[src/rtl/load_store_buffer.sv]
// load_store_buffer: in-order load/store queue feeding the unified cache data port.
// Define LSB_MMIO_GUARD_EN to hold I/O-space loads (addr[17:16]==2'b11) until their ROB entry reaches commit.
module load_store_buffer #(
    parameter int LSB_WIDTH = 3,
    parameter int ROB_WIDTH = 4
) (
    input  logic                 clkIn,
    input  logic                 resetIn,
    input  logic                 clearIn,
    input  logic                 readyIn,
    input  logic                 issueValid,
    input  logic [2:0]           issueFunct3,
    input  logic                 issueWrite,
    input  logic [31:0]          issueAddr,
    input  logic [31:0]          issueData,
    input  logic [ROB_WIDTH-1:0] issueRobIndex,
    input  logic [ROB_WIDTH-1:0] robHeadIndex,
    input  logic                 commitStore,
    output logic                 full,
    output logic [1:0]           accessType,
    output logic                 readWriteOut,
    output logic [31:0]          dataAddrOut,
    output logic [31:0]          dataOut,
    input  logic                 dataInValid,
    input  logic [31:0]          dataIn,
    input  logic                 dataWriteSuc,
    output logic                 resultValid,
    output logic [ROB_WIDTH-1:0] resultRobIndex,
    output logic [31:0]          resultValue
);
    localparam int DEPTH = 1 << LSB_WIDTH;
    typedef enum logic [1:0] {IDLE, REQ, WAIT} lsbState;
    lsbState state, nextState;
    logic [2:0]           entFunct3 [DEPTH];
    logic                 entWrite  [DEPTH];
    logic [31:0]          entAddr   [DEPTH];
    logic [31:0]          entData   [DEPTH];
    logic [ROB_WIDTH-1:0] entRob    [DEPTH];
    logic [LSB_WIDTH-1:0] head, tail, headNext;
    logic [LSB_WIDTH:0]   count, committedCount, ccNext;
    logic [2:0]           headFunct3;
    logic                 headWrite;
    logic [31:0]          headAddr, headData, loadValue;
    logic [ROB_WIDTH-1:0] headRob;
    logic                 enq, popStore, popLoad, pop, eligible, loadOk;

    assign headFunct3 = entFunct3[head];
    assign headWrite  = entWrite[head];
    assign headAddr   = entAddr[head];
    assign headData   = entData[head];
    assign headRob    = entRob[head];

    // count never exceeds DEPTH, so its top bit alone marks a full queue
    assign full = count[LSB_WIDTH];
    assign enq = issueValid && !full && readyIn && !clearIn;

`ifdef LSB_MMIO_GUARD_EN
    assign loadOk = headAddr[17:16] != 2'b11 || headRob == robHeadIndex;
`else
    logic unusedRobHead;
    assign unusedRobHead = ^robHeadIndex;
    assign loadOk = 1'b1;
`endif

    // committed stores sit contiguously at head, so a nonzero committedCount means head is one
    assign eligible = count != '0 && (headWrite ? committedCount != '0 : loadOk);
    assign popStore = state == WAIT && headWrite && dataWriteSuc;
    assign popLoad  = state == WAIT && !headWrite && dataInValid && !clearIn;
    assign pop      = popStore || popLoad;
    assign headNext = head + LSB_WIDTH'(pop);
    assign ccNext   = committedCount + (LSB_WIDTH+1)'(commitStore) - (LSB_WIDTH+1)'(popStore);

    assign loadValue = headFunct3[1:0] == 2'b00 ? {{24{!headFunct3[2] && dataIn[7]}}, dataIn[7:0]} :
                       headFunct3[1:0] == 2'b01 ? {{16{!headFunct3[2] && dataIn[15]}}, dataIn[15:0]} :
                       dataIn;

    always_comb begin
        nextState = state;
        unique case (state)
            IDLE:    nextState = eligible && readyIn && !clearIn ? REQ : IDLE;
            REQ:     nextState = clearIn && !headWrite ? IDLE : WAIT;
            WAIT:    nextState = pop || (clearIn && !headWrite) ? IDLE : WAIT;
            default: nextState = IDLE;
        endcase
    end

    assign accessType   = state == REQ ? headFunct3[1:0] + 2'd1 : 2'b00;
    assign readWriteOut = state == REQ ? !headWrite : 1'b1;
    assign dataAddrOut  = state == REQ ? headAddr : '0;
    assign dataOut      = state == REQ ? headData : '0;

    always_ff @(posedge clkIn) begin
        if (!resetIn)
            state <= IDLE;
        else
            state <= nextState;
    end

    always_ff @(posedge clkIn) begin
        if (!resetIn) begin
            head           <= '0;
            tail           <= '0;
            count          <= '0;
            committedCount <= '0;
            resultValid    <= 1'b0;
            resultRobIndex <= '0;
            resultValue    <= '0;
        end else begin
            head           <= headNext;
            committedCount <= ccNext;
            tail           <= clearIn ? headNext + ccNext[LSB_WIDTH-1:0] : tail + LSB_WIDTH'(enq);
            count          <= clearIn ? ccNext : count + (LSB_WIDTH+1)'(enq) - (LSB_WIDTH+1)'(pop);
            resultValid    <= popLoad;
            if (popLoad) begin
                resultRobIndex <= headRob;
                resultValue    <= loadValue;
            end
        end
    end

    always_ff @(posedge clkIn) begin
        if (enq) begin
            entFunct3[tail] <= issueFunct3;
            entWrite[tail]  <= issueWrite;
            entAddr[tail]   <= issueAddr;
            entData[tail]   <= issueData;
            entRob[tail]    <= issueRobIndex;
        end
    end
endmodule

[config.mk]
export PLATFORM = sky130hd
export DESIGN_NAME = load_store_buffer
export DESIGN_NICKNAME = d
export VERILOG_FILES = /design/src/rtl/load_store_buffer.sv
export SDC_FILE = /design/constraint.sdc
export NUM_CORES = 1
export LEC_CHECK = 0
export ABC_AREA = 1
export CORE_MARGIN = 5
export CORE_UTILIZATION = 57
export DETAILED_ROUTE_END_ITERATION = 7
export PLACE_DENSITY = 0.79
export REMOVE_ABC_BUFFERS = 1
export SYNTH_ARGS = -nofsm -noshare
export SYNTH_HDL_FRONTEND = slang
export SYNTH_SLANG_ARGS = --single-unit
export TNS_END_PERCENT = 10
[constraint.sdc]
create_clock -name clkIn -period 5.8 [get_ports clkIn]
set_input_delay 0.87 -clock clkIn [delete_from_list [all_inputs] [get_ports clkIn]]
set_output_delay 0.87 -clock clkIn [all_outputs]
set_load 0.1 [all_outputs]
==> flow_summary.yaml <==
outcome:
  status: "finished clean"
critical_path:
  worstRegToRegCells: 16
  cp_top_family: "buffers and inverters"
  critPathArrivalTime_ns: 4.53
  cp-end-kind: "output pin"
  path_cells: "inv_6, buf_4, buf_4, o21ai_0, o22ai_1, o21ai_0, a31oi_1, buf_4"
  cp.depth: 8
  crit_top_cell: "buf_4"
  max_stage_delay_ns: 0.79
  cpMaxStageDelayCell: "inv_6"
  startpoint_type: "flop"
  worst-path-buf-inv: 4
  critPathRequiredTime_ns: 4.93
  critPathMaxFanout: 155
  critPathKind: "reg -> out"
global_route:
  grt_pass1_vias: 16600
  antenna_found_initial: 7
  track_usage: 0.239
  grt_max_degree: 156
  grt-ovfl-total: 0
  grt_pass1_wl_um: 90000
clocking:
  hold_buffers: 0
  clk_pin_slew_ns: 0.06
  cts-resized-gates: 0
  cts_buffers: 60
  htreeDepth: 2
  cts-root-buf: "clkbuf_16"
  cts_tree: "built"
  cts_buffer_depth: 3
  cts_setup_buffers: 0
  clock_sinks: 629
  clock_latency_ns: 0.61
floorplan:
  placementRows: 76
  top_level_ports: 221
  start_util: 0.578
  die_area_mm2: 0.0482
  die_w_um: 220
  die_height_um: 220
  core_area_mm2: 0.0433
place:
  numPlacedInstances: 2738
  dp_hpwl_um: 29800
  io_buffers: 216
  gp_congestion: 0.790
power_and_ir_drop:
  power.density_mw_per_mm2: 324
  p_leak_nw: 10.2
  ir_worst_vdd_mv: 0.268
synthesis:
  synth_compound_area_frac: 0.115
  synthCells: 2050
  synth_cell_types: 35
  synth-simple-area-share: 0.101
  ys_ff_latch: 629
  synth_fa_ha_area_frac: 0.0109
  synth_ff_type: "edfxtp_1"
  synthXorXnorAreaFrac: 0.00280
  synth_area_mm2: 0.0250
  ys_warn_count: 0
  synth_mux_area_frac: 0
  synth-edff-count: 576
  async_flop_share: 0
  synth_seq_area_share: 0.734
  synth_top_family_by_area: "compound AO/OA/AOI/OAI gates"
  avgSynthCellArea_um2: 12.2
sta:
  post-route-period-util: 0.932
  finalHoldViolations: 0
  fmax_ghz: 0.185
  maxSlewViolCount: 0
  slew_headroom: 0.284
  finalSetupViolations: 0
  post-route-min-period_ns: 5.40
  rsz0062_at_grt: "no"
  clock_skew_ns: 0.0175
  worstMarginPinSlew_ns: 1.07
drt:
  first_pass_iters: 6
  vias_per_cell: 5.82
  dr.first_iter.drc_count: 1719
  wirelength_um: 58500
  drtAntennaViolNets: 0
  vias: 16600
  wl_per_cell_um: 20.5
  drc: 0
layout:
  layout-drive-gt1-share: 0.0807
  fin_util: 0.682
  fin_cells: 2857
  num-nets-final: 2351
  area_growth_pct: 17.9
min_path:
  hold_depth: 2
  min_path_type: "reg -> reg"
flow_run:
  drv_cap: 0
-- layer usage --
layer	wire length, µm	global-route usage	share of wire
met1	23500	0.318	0.40
met5	54	0	0.00092
met2	28800	0.408	0.49
met4	1160	0.0705	0.020
met3	4990	0.0440	0.085
-- registers in the layout (all words and copies together) (netlist names) --
signal and flops:
entAddr 256, entData 256, entRob 32, resultValue 32
entFunct3 24, entWrite 8, committedCount 4, count 4
resultRobIndex 4, head 3, tail 3, state 2
resultValid 1
-- worst reg2reg max path, stage by stage (launching register included) --
cell and delay, ns:
dfxtp_4 0.55, inv_6 0.81, nand2_1 0.18, nand2_1 0.11, nand2_1 0.07, nand3_2 0.13, nand2_2 0.10, nand2_4 0.41
o21ai_0 0.32, ha_1 0.34, inv_1 0.05, ha_1 0.16, inv_1 0.06, fa_1 0.41, xnor2_1 0.17, nor2_1 0.05
a211oi_1 0.17
-- cell usage after synthesis (2+ instances only) --
master / count / area share
buf_6: 6 / 0.0027
a31oi_1: 64 / 0.016
o21ai_2: 4 / 0.0014
nand2_2: 2 / 0.00050
nand3_1: 9 / 0.0018
buf_4: 7 / 0.0021
a21oi_1: 38 / 0.0076
buf_2: 49 / 0.0098
nand3_2: 4 / 0.0016
nand4_1: 2 / 0.00050
inv_1: 71 / 0.011
nor2_1: 472 / 0.071
ha_1: 17 / 0.0085
o22ai_1: 67 / 0.017
a21oi_2: 2 / 0.00070
fa_1: 3 / 0.0024
or2_2: 2 / 0.00050
nand2_1: 148 / 0.022
edfxtp_1: 576 / 0.69
inv_2: 3 / 0.00045
dfxtp_1: 53 / 0.042
nor3_2: 4 / 0.0016
xor2_1: 4 / 0.0014
xnor2_1: 4 / 0.0014
clkbuf_1: 68 / 0.010
o21ai_0: 349 / 0.070
buf_1: 3 / 0.00045
o21ai_1: 12 / 0.0024
-- stage by stage --
stage | area, µm² | power (W) | worst slack (ns) | TNS, ns | hold slack [ns]
after detailed placement | 27600 | 0.00582 | 1.19 | 0 | 0.473
final | 29500 | 0.00958 | 0.396 | 0 | 0.484
after global routing | 29500 | 0.00989 | 0.203 | 0 | 0.530
after floorplan | 24400 | 0.00556 | -6.06 | -580.40 | 0.528
after global placement | 27600 | 0.00579 | 1.30 | 0 | 0.468
after CTS | 29500 | 0.00963 | 0.476 | 0 | 0.486
-- final timing paths --
check | startpoint | to | slack [ns]
worst min-delay path | resultValue[7] | resultValue[7] | 0.48
worst max-delay path | head[0] | dataOut[9] | 0.40
worst max register to register | head[0] | count[2] | 1.61
worst min register to register | resultValue[7] | resultValue[7] | 0.48
-- cell families after synthesis --
logic type | after synthesis
adder cells (fa/ha/maj) | 20
flip-flops | 629
XOR/XNOR | 8
buffers and inverters | 208
AO/OA/AOI/OAI | 538
AND/OR/NAND/NOR | 647
-- final cells by class --
cell class / count / area [µm²]
fill: 2948 / 13800
multi-input combinational: 1213 / 5820
inverter: 74 / 288
clock inverter: 40 / 374
timing repair buffer: 237 / 2340
sequential: 629 / 18400
clock buffer: 74 / 1580
antenna: 5 / 12.5
tap: 585 / 732
-- cell usage in the layout, fill, tap and decap left out, drive strengths merged --
cell type	n
clkbuf	74
a211oi	1
o22ai	67
clkinv	30
nand3	13
inv	77
a31oi	64
a21oi	40
ha	17
o21ai	365
o221ai	1
dfxtp	53
diode	5
nand4	2
xor2	4
nor3	4
clkdlybuf4s50	181
nand2	151
nand3b	1
buf	56
bufinv	7
fa	3
xnor2	4
nor2	474
or2	2
edfxtp	576
-- power breakdown --
| group | internal, W | total [W] | switching (W) |
|---|---|---|---|
| Clock | 0.00224 | 0.00385 | 0.00161 |
| Sequential | 0.00502 | 0.00504 | 0.0000237 |
| Combinational | 0.000203 | 0.000683 | 0.000479 |
| Total | 0.00746 | 0.00958 | 0.00211 |
Note: power is estimated with default switching activity, not from simulation.
